==> src/rtl/add_subtract_pkg.sv <==
// Shared constants and types for the add/subtract seven-segment block.
package add_subtract_pkg;

    localparam logic OP_ADD = 1'b0;
    localparam logic OP_SUB = 1'b1;

    // Active-high segment patterns, bit order {g,f,e,d,c,b,a}
    localparam logic [6:0] SEG_0     = 7'b0111111;
    localparam logic [6:0] SEG_1     = 7'b0000110;
    localparam logic [6:0] SEG_2     = 7'b1011011;
    localparam logic [6:0] SEG_3     = 7'b1001111;
    localparam logic [6:0] SEG_4     = 7'b1100110;
    localparam logic [6:0] SEG_5     = 7'b1101101;
    localparam logic [6:0] SEG_6     = 7'b1111101;
    localparam logic [6:0] SEG_7     = 7'b0000111;
    localparam logic [6:0] SEG_8     = 7'b1111111;
    localparam logic [6:0] SEG_9     = 7'b1101111;
    localparam logic [6:0] SEG_A     = 7'b1110111;
    localparam logic [6:0] SEG_B     = 7'b1111100;
    localparam logic [6:0] SEG_C     = 7'b0111001;
    localparam logic [6:0] SEG_D     = 7'b1011110;
    localparam logic [6:0] SEG_E     = 7'b1111001;
    localparam logic [6:0] SEG_F     = 7'b1110001;
    localparam logic [6:0] SEG_BLANK = 7'b0000000;

    typedef logic signed [4:0] result_t;

endpackage

==> src/rtl/seg7_hex_decoder.sv <==
// Combinational 4-bit hex value to active-high seven-segment pattern.
module seg7_hex_decoder
    import add_subtract_pkg::*;
(
    input  logic [3:0] i_value,
    output logic [6:0] o_seg
);

    always_comb begin
        o_seg = SEG_BLANK;
        case (i_value)
            4'h0: o_seg = SEG_0;
            4'h1: o_seg = SEG_1;
            4'h2: o_seg = SEG_2;
            4'h3: o_seg = SEG_3;
            4'h4: o_seg = SEG_4;
            4'h5: o_seg = SEG_5;
            4'h6: o_seg = SEG_6;
            4'h7: o_seg = SEG_7;
            4'h8: o_seg = SEG_8;
            4'h9: o_seg = SEG_9;
            4'hA: o_seg = SEG_A;
            4'hB: o_seg = SEG_B;
            4'hC: o_seg = SEG_C;
            4'hD: o_seg = SEG_D;
            4'hE: o_seg = SEG_E;
            4'hF: o_seg = SEG_F;
        endcase
    end

endmodule

==> src/rtl/add_subtract_seg.sv <==
// Registered 3-bit add/subtract; magnitude shown as a hex digit, DP marks negative.
module add_subtract_seg
    import add_subtract_pkg::*;
(
    input  logic       clk,
    input  logic       rst,
    input  logic [2:0] A,
    input  logic [2:0] B,
    input  logic       O,
    output logic [6:0] S,
    output logic       DP,
    output logic [4:0] res
);

    logic [4:0] w_a_ext;
    logic [4:0] w_b_ext;
    result_t    w_sum;
    logic       w_neg;
    logic [4:0] w_abs;
    logic [3:0] w_mag;
    logic [6:0] w_seg;

    logic [6:0] r_seg;
    logic       r_dp;
    result_t    r_res;

    always_comb begin
        w_a_ext = {2'b00, A};
        w_b_ext = {2'b00, B};
        w_sum   = (O == OP_SUB) ? result_t'(w_a_ext - w_b_ext) : result_t'(w_a_ext + w_b_ext);
        // A zero result has a clear sign bit, so negative zero cannot occur
        w_neg   = w_sum[4];
        w_abs   = w_neg ? (5'd0 - w_sum) : w_sum;
        w_mag   = w_abs[3:0];
    end

    seg7_hex_decoder u_dec (
        .i_value (w_mag),
        .o_seg   (w_seg)
    );

    always_ff @(posedge clk) begin
        if (rst) begin
            r_seg <= SEG_BLANK;
            r_dp  <= 1'b0;
            r_res <= '0;
        end else begin
            r_seg <= w_seg;
            r_dp  <= w_neg;
            r_res <= w_sum;
        end
    end

    assign S   = r_seg;
    assign DP  = r_dp;
    assign res = r_res;

endmodule

==> config.mk <==
export PLATFORM = sky130hd
export DESIGN_NAME = add_subtract_seg
export DESIGN_NICKNAME = d
export VERILOG_FILES = /design/src/rtl/add_subtract_pkg.sv /design/src/rtl/seg7_hex_decoder.sv /design/src/rtl/add_subtract_seg.sv
export SDC_FILE = /design/constraint.sdc
export NUM_CORES = 1
export LEC_CHECK = 0
export BUFFER_PORTS_ARGS = -buffer_cell sky130_fd_sc_hd__buf_2
export CAP_MARGIN = 20
export CORE_MARGIN = 1
export CORE_UTILIZATION = 45
export CTS_CLUSTER_DIAMETER = 60
export DETAILED_ROUTE_END_ITERATION = 8
export PLACE_DENSITY_LB_ADDON = 0.12
export SETUP_SLACK_MARGIN = 0.1
export SLEW_MARGIN = 20
export SYNTH_ARGS = -nofsm -noshare
export SYNTH_HDL_FRONTEND = slang
export SYNTH_SLANG_ARGS = --single-unit
==> constraint.sdc <==
create_clock -name clk -period 3.1 [get_ports clk]
set_clock_uncertainty 0.05 [all_clocks]
set_input_delay 0.465 -clock clk [delete_from_list [all_inputs] [get_ports clk]]
set_output_delay 0.465 -clock clk [all_outputs]
set_load 0.01 [all_outputs]
==> results of run 1 <==
what timing repair did:
item | in CTS | in global routing
setup endpoints to repair | 0 | 2
hold buffers | 0 | 0
resized for setup | 0 | 1
cell families after synthesis:
| group | after synthesis | synth area share (%) |
|---|---|---|
| adders and majority gates | 14 | 19.9 |
| DFF | 12 | 25.2 |
| AOI/OAI and AO/OA | 24 | 19.3 |
| buffers and inverters | 14 | 6.82 |
| muxes | 5 | 6.30 |
| xor gates and xnor gates | 2 | 3.28 |
| and+or+nand+nor | 33 | 19.2 |
cell type report:
type                       count  area share [%]
multi-input combinational     78            56.2
sequential                    12            20.3
timing repair buffer          32            15.9
inverter                       9            2.86
tap                           27            2.86
clock buffer                   3            1.90
routing by layer:
layer | up-vias | track usage, % | wire length [um]
met5 | - | 0 | 0
met4 | 0 | 11.1 | 57
met3 | 7 | 5.28 | 77
met2 | 31 | 34.1 | 1000
met1 | 376 | 24.3 | 868
li1 | 431 | - | -
worst max-delay path, delay by kind of cell:
family | cells | cell delay [ps]
compound gates | 3 | 390
fa+ha+maj | 4 | 1180
buf+inv | 6 | 560
mux | 2 | 350
simple gates | 1 | 70
sequential cells by signal, summed over array words and instances (netlist names):
| name | count |
|---|---|
| DP | 1 |
| S | 7 |
| res | 4 |
path summary, 6_finish.rpt:
path | from | endpoint | cells past startpoint
worst max-delay path | A[0] | S[1]$_SDFF_PP0_ | 16
worst min-delay path | rst | res[0]$_SDFF_PP0_ | 2
cell usage after synthesis, drive strengths merged:
library cell  count  area [um2]
xnor3             1        22.5
dfxtp            12         240
inv               9        33.8
o22ai             2        18.8
a211oi            4        35.0
nand2b            1        6.26
o31ai             3        27.5
nor4              1        6.26
nand4b            1        8.76
nand3             2        10.0
a21o              1        7.51
nand3b            1        7.51
and2              2        15.0
and2b             1        7.51
nand2             7        31.3
nor2b             1        6.26
clkbuf            2        7.51
mux2              2        26.3
buf               3        23.8
or2               1        6.26
o2bb2ai           1        8.76
nor2              9        36.3
nor3              3        15.0
o311ai            1        8.76
o21bai            1        7.51
or4b              1        10.0
fa                2        40.0
o21ai             4        27.5
a311oi            1        8.76
and4b             1        10.0
mux2i             3        33.8
and3              1        6.26
a31o              1        8.76
a21oi             5        25.0
xnor2             1        8.76
ha               12         150
stage by stage:
stage / worst slack [ps] / util (%) / instances
2_1_floorplan: 120 / - / 104
3_3_place_gp: -1.33 / 58.3 / 158
3_5_place_dp: -40.0 / 58.3 / 158
4_1_cts: 232 / 59.5 / 161
5_1_grt: 97.1 / 59.7 / 161
6_report: 252 / 59.7 / 161
power by group through the flow:
stage | registers (uW) | logic, uW | clock network (uW)
6_report | 185 | 302 | 100
5_1_grt | 190 | 334 | 109
4_1_cts | 186 | 298 | 97.2
3_5_place_dp | 189 | 295 | 0
3_3_place_gp | 189 | 292 | 0
2_1_floorplan | 205 | 189 | 0
==> impl_metrics.json, run 1 <==
{
  "ctsHtreeMaxLevel": 1,
  "critical_path_class": "primary input to flip-flop",
  "setup_viol": 0,
  "dpl.hpwl_um": 1570,
  "power.density_nw_per_um2": 497,
  "fillerInstances": 175,
  "grt_pass1_vias": 736,
  "fin_nets": 159,
  "cts_buffers": 3,
  "end_kind": "flip-flop",
  "synthCells": 104,
  "multiInputGateArea_um2": 664,
  "fin_setup_tns_ps": 0,
  "p_leak_uw": 0.000583,
  "slew_violations": 0,
  "ff_latch_area_um2": 240,
  "portBuffers": 21,
  "viasPerCell": 5.25,
  "track_usage_pct": 20.6,
  "switchingPower_uw": 220,
  "clock_path_buffers": 2,
  "cp_slowest_cell": "fa_1",
  "placeableCoreArea_um2": 1980,
  "overflow": 0,
  "total_power_uw": 588,
  "cts_sinks": 12,
  "status": "finished clean",
  "postCtsSetupRepairBufs": 0,
  "syn_area_per_cell_um2": 9.17,
  "fp.dieH_um": 48.0,
  "drc": 0,
  "yosysUniqueCellTypes": 47,
  "path_cells": "buf_2 > inv_1 > ha_1 > inv_1 > fa_1 > mux2i_4 > inv_1 > ha_1 > mux2i_2 > ha_1 > inv_1 > nor2_1 > o21ai_2 > o311ai_1 > buf_4 > o22ai_1",
  "grt_antenna_before_repair": 0,
  "timing.hold.ws_ps": 449,
  "drv_cap": 0,
  "pwr-share-comb_pct": 51.4,
  "postSynthNetCount": 127,
  "grt_max_degree": 13,
  "die_width_um": 48.0,
  "dpl_cell_area_um2": 1160,
  "crit_arrival_ps": 3010,
  "relSlewSlack_pct": 63.3,
  "p_seq_share_pct": 31.5,
  "critPathMaxStageDelay_ps": 480,
  "max_clock_freq_mhz": 351,
  "drive_gt1_share_pct": 37.3,
  "grt_pass1_wl_um": 3190,
  "period_share_pct": 91.9,
  "die_area_um2": 2310,
  "cts_tree": "yes",
  "hold_class": "primary input to flip-flop",
  "detail-route-antenna-nets": 0,
  "yosys_warnings": 0,
  "vias": 845,
  "tightest_slew_ps": 550,
  "power_frac_clock_pct": 17.1,
  "critPathMaxFanout": 3,
  "power.internal_uw": 368,
  "vdd_drop_max_v": 0.000196,
  "routed_wl_um": 2010,
  "path_clk_slew_ps": 80,
  "final_common_cell": "buf_2",
  "cp.required_ps": 3270,
  "final_cell_mix": "21 x buf_2, 12 x dfxtp_1, 12 x ha_1",
  "startpoint_type": "primary input",
  "synth_area_um2": 953,
  "path_common_cell": "inv_1",
  "p_sw_share_pct": 37.4,
  "row_count": 16,
  "yosys_register_bits": 12,
  "drt_first_pass_iters": 4,
  "cts-root-buf": "clkbuf_4",
  "start_util_pct": 48.1,
  "fin_area_um2": 1180,
  "drtIter0Drc": 15,
  "rsz0062_at_grt": "false",
  "ys_seq_area_share_pct": 25.2,
  "post-route-min-period_ps": 2850,
  "gp_congestion": 0.847,
  "hold_viol": 0,
  "area_growth_pct": 24.0,
  "wire_per_inst_um": 12.5,
  "io_pins": 22,
  "n_antenna_cell": 0
}
Note: power is estimated with default switching activity, not from simulation.
==> inputs of run 2 (changes only) <==
--- a/config.mk
+++ b/config.mk
@@ -16,4 +16,5 @@
 export SLEW_MARGIN = 20
 export SYNTH_ARGS = -nofsm -noshare
 export SYNTH_HDL_FRONTEND = slang
+export SYNTH_HIERARCHICAL = 1
 export SYNTH_SLANG_ARGS = --single-unit
==> constraint.sdc (replaced) <==
create_clock -name clk -period 2.3 [get_ports clk]
set_clock_uncertainty 0.05 [all_clocks]
set_input_delay 0.345 -clock clk [delete_from_list [all_inputs] [get_ports clk]]
set_output_delay 0.345 -clock clk [all_outputs]
set_load 0.01 [all_outputs]
==> impl_metrics.json, run 2 <==
{
  "status": "finished, violations left",
  "violations": "setup timing",
  "drv_cap": 0,
  "synth_area_um2": 875,
  "final_util_pct": 71.8,
  "largest_reg_flops": 7,
  "drt_first_pass_iters": 2,
  "die_width_um": 46.1,
  "routed_wl_um": 1550,
  "cts_tree": "yes",
  "hold_class": "primary input to flip-flop",
  "grt_antenna_before_repair": 0,
  "hold_viol": 0,
  "rsz0062_at_grt": "true",
  "fin_area_um2": 1280,
  "io_pins": 22,
  "ys.flop_type": "dfxtp_1",
  "n_antenna_cell": 0,
  "synth-edff-count": 0,
  "drc": 0,
  "grt_max_degree": 13,
  "yosys_register_bits": 12,
  "yosysUniqueCellTypes": 28,
  "wire_per_inst_um": 10.2,
  "crit_family": "adder cells",
  "synth_top_area_share_pct": 27.5,
  "timing.hold.ws_ps": 332,
  "max_clock_freq_mhz": 387,
  "syn_area_per_cell_um2": 9.61,
  "yosysTopAreaCell": "dfxtp_1",
  "period_share_pct": 112,
  "placeableCoreArea_um2": 1780,
  "crit_arrival_ps": 2670,
  "synthArstFlopShare_pct": 0,
  "dp.cells": 147,
  "track_usage_pct": 16.2,
  "cp.required_ps": 2390,
  "dpl.hpwl_um": 1210,
  "final_cell_mix": "20 x buf_2, 14 x buf_4, 12 x dfxtp_1",
  "overflow": 0,
  "startpoint_type": "primary input",
  "post-route-min-period_ps": 2580,
  "p_leak_uw": 0.000604,
  "critPathMaxStageDelay_ps": 470,
  "worst_slack_ps": -282,
  "tightest_slew_ps": 315,
  "vias": 691,
  "drtIter0Drc": 2,
  "total_power_uw": 804,
  "cts-root-buf": "clkbuf_4",
  "path_buf_inv": 4,
  "final_common_cell": "buf_2",
  "cp_slowest_cell": "fa_1",
  "yosys_warnings": 6,
  "clock_path_buffers": 2,
  "cts_buffers": 3,
  "die_area_um2": 2120,
  "stdcell_count": 153,
  "path_clk_slew_ps": 60,
  "vdd_drop_max_v": 0.000292,
  "start_util_pct": 49.1,
  "critical_path_class": "primary input to flip-flop",
  "grt_pass1_vias": 602,
  "drive_gt1_share_pct": 52.3,
  "portBuffers": 21,
  "slew_violations": 0,
  "end_kind": "flip-flop",
  "viasPerCell": 4.52,
  "synthTopCellsByCount": "14 x ha_1, 12 x dfxtp_1, 12 x inv_1",
  "fin_nets": 155,
  "gp_congestion": 0.820,
  "postSynthNetCount": 116,
  "setup_viol": 7,
  "power.density_nw_per_um2": 628,
  "critPathMaxFanout": 4,
  "synthCells": 91,
  "yosys-top-cells-area": "dfxtp_1 27%, ha_1 20%, nor2b_1 5.7%",
  "synth.most_common_cell": "ha_1",
  "path_cells": "buf_12 > inv_12 > ha_4 > inv_2 > fa_1 > mux2i_2 > ha_1 > nor2_1 > a21oi_2 > inv_2 > ha_4 > mux4_2 > nor2b_1",
  "detail-route-antenna-nets": 0,
  "fp.dieH_um": 46.1,
  "relSlewSlack_pct": 79.0,
  "ctsHtreeMaxLevel": 1,
  "row_count": 15,
  "cts_sinks": 12,
  "dpl_cell_area_um2": 1140,
  "area_growth_pct": 46.4,
  "ys_seq_area_share_pct": 27.5,
  "grt_pass1_wl_um": 2560
}
-- run 2: cell count changes after synthesis, sizes merged, moves of 2 or more --
cell,previous run,this run
nand3,2,0
o22ai,2,0
o31ai,3,0
inv,9,12
and2,2,0
o21ai,4,0
a211oi,4,0
ha,12,14
nor2b,1,8
nor2,9,7
nand2,7,3
-- run 2: worst paths after layout --
path	startpoint	end	slack [ps]	depth (start not counted)
hold / removal	rst	res[0]$_SDFF_PP0_	330	2
setup / recovery	A[0]	S[3]$_SDFF_PP0_	-280	13
-- run 2: repair_timing --
| item | CTS | global route |
|---|---|---|
| gates resized for setup | 18 | 5 |
| setup endpoints to repair | 7 | 7 |
| pin swaps | 10 | 0 |
| buffers inserted | 4 | 0 |
| hold buffers | 0 | 0 |
-- run 2: logic make-up (layout without fill, tap and decap cells) --
group	after synthesis	after routing	share of synthesized area [%]
buf+inv	16	53	8.30
compound gates	11	11	8.73
simple gates	26	26	16.2
mux	8	8	11.9
flops	12	12	27.5
fa+ha+maj	16	16	24.6
xor+xnor	2	2	2.86
-- run 2: power breakdown --
| part | total [uW] | internal [uW] | switching, uW |
|---|---|---|---|
| Combinational | 447 | 243 | 204 |
| Sequential | 248 | 242 | 6.05 |
| Clock | 109 | 59.9 | 49.6 |
-- run 2: final cells by class --
| type | count | area (um2) |
|---|---|---|
| Sequential cell | 12 | 240 |
| Timing Repair Buffer | 38 | 259 |
| Multi-Input combinational cell | 63 | 669 |
| Tap cell | 25 | 31.3 |
| Clock buffer | 3 | 22.5 |
| Fill cell | 141 | 503 |
| Inverter | 12 | 57.6 |
-- run 2: per-layer routing --
| layer | part of all wire (%) | vias up | GRT usage [%] |
|---|---|---|---|
| met5 | 0 | - | 0 |
| met4 | 1.6 | 0 | 8.82 |
| met3 | 2.1 | 2 | 0 |
| met2 | 51 | 14 | 25.9 |
| met1 | 45 | 305 | 22.3 |
| li1 | - | 370 | - |
-- run 2: metrics by stage --
stage	TNS, ps	setup WS, ps
6_report	-1170	-282
5_1_grt	-1890	-356
4_1_cts	-1180	-272
3_5_place_dp	-3720	-651
3_3_place_gp	-3470	-599
2_1_floorplan	-2040	-451
==> inputs of run 3 (changes only) <==
--- a/config.mk
+++ b/config.mk
@@ -13,6 +13,7 @@
 export DETAILED_ROUTE_END_ITERATION = 8
 export PLACE_DENSITY_LB_ADDON = 0.12
 export SETUP_SLACK_MARGIN = 0.1
+export SKIP_CTS_REPAIR_TIMING = 1
 export SLEW_MARGIN = 20
 export SYNTH_ARGS = -nofsm -noshare
 export SYNTH_HDL_FRONTEND = slang
==> constraint.sdc (replaced) <==
create_clock -name clk -period 2.52 [get_ports clk]
set_clock_uncertainty 0.05 [all_clocks]
set_input_delay 0.378 -clock clk [delete_from_list [all_inputs] [get_ports clk]]
set_output_delay 0.378 -clock clk [all_outputs]
set_load 0.01 [all_outputs]
==> impl_metrics.json, run 3 (synthesized netlist as in run 2, its figures left out) <==
{
  "largest_reg_flops": 7,
  "overflow": 0,
  "slew_violations": 0,
  "violations": "setup timing",
  "crit_start": "A[0]",
  "placeableCoreArea_um2": 1780,
  "drtIter0Drc": 1,
  "dp.cells": 144,
  "cp.required_ps": 2610,
  "path_cells": "buf_12 > inv_12 > ha_4 > inv_2 > fa_1 > mux2i_2 > ha_1 > nor2_1 > a21oi_2 > inv_2 > buf_4 > ha_4 > nor2b_1 > o32a_1 > nor2b_1",
  "routed_wl_um": 1570,
  "post-route-min-period_ps": 2630,
  "startpoint_type": "primary input",
  "final_common_cell": "buf_2",
  "gp_congestion": 0.812,
  "pre_cts_slack_ps": -440,
  "fp.dieH_um": 46.1,
  "area_growth_pct": 42.6,
  "cts_tree": "yes",
  "drc": 0,
  "portBuffers": 21,
  "stdcell_count": 149,
  "setup_viol": 3,
  "n_antenna_cell": 0,
  "viasPerCell": 4.55,
  "critPathMaxStageDelay_ps": 500,
  "die_area_um2": 2120,
  "period_share_pct": 105,
  "cts-root-buf": "clkbuf_4",
  "cts_buffers": 3,
  "drv_cap": 0,
  "critical_path_class": "primary input to flip-flop",
  "p_leak_uw": 0.000585,
  "hold_start": "rst",
  "track_usage_pct": 16.7,
  "clock_path_buffers": 2,
  "start_util_pct": 49.1,
  "timing.hold.ws_ps": 377,
  "tightest_slew_ps": 311,
  "relSlewSlack_pct": 79.2,
  "path_clk_slew_ps": 60,
  "total_power_uw": 715,
  "die_width_um": 46.1,
  "hold_viol": 0,
  "crit_arrival_ps": 2730,
  "rsz0062_at_grt": "true",
  "critPathMaxFanout": 4,
  "cts_sinks": 12,
  "wire_per_inst_um": 10.5,
  "row_count": 15,
  "end_kind": "flip-flop",
  "ctsHtreeMaxLevel": 1,
  "io_pins": 22,
  "grt_max_degree": 13,
  "power.density_nw_per_um2": 573,
  "vias": 678,
  "cp_slowest_cell": "fa_1",
  "grt_pass1_vias": 577,
  "grt_antenna_before_repair": 0,
  "grt_pass1_wl_um": 2460,
  "drive_gt1_share_pct": 49.2,
  "detail-route-antenna-nets": 0,
  "dpl.hpwl_um": 1220,
  "max_clock_freq_mhz": 380,
  "status": "finished, violations left",
  "drt_first_pass_iters": 4,
  "fin_nets": 151,
  "vdd_drop_max_v": 0.000291,
  "hold_class": "primary input to flip-flop",
  "final_cell_mix": "19 x buf_2, 13 x buf_4, 12 x dfxtp_1",
  "worst_slack_ps": -115
}
==> run 3: critical path, delay by kind of cell <==
kind / cells / cell delay (ps)
compound gates: 2 / 480
fa+ha+maj: 4 / 1040
buf+inv: 5 / 450
mux: 1 / 90
simple gates: 3 / 290
==> run 3: path summary, 6_finish.rpt <==
check,cells after the start,to
worst max-delay path,15,S[4]$_SDFF_PP0_
worst min-delay path,2,res[0]$_SDFF_PP0_
==> run 3: final cells by class <==
type,instances,area (um2)
inverters,12,57.6
clock buffers,3,22.5
repair buffers,34,224
multi-input cells,63,672
flip-flops and latches,12,240
fillers,136,536
well taps,25,31.3
==> run 3: per-stage QoR <==
step                      util, %  area, um2  TNS [ps]
final                        70.0       1250      -282
after global routing         70.0       1250      -707
after CTS                    64.1       1140      -420
after detailed placement     62.8       1120     -2350
after global placement       62.8       1120     -2150
after floorplan                 -        928      -731
==> run 3: power breakdown <==
part	internal [uW]	total, uW	switching [uW]
sequential	221	227	5.71
clock	54.9	104	49.2
combinational	207	384	177
==> run 3: metal layers <==
metal  wire length (um)  GRT usage (%)
met4                 14           10.6
met2                805           27.6
met5                  0              0
met1                713           19.5
met3                 33           3.53
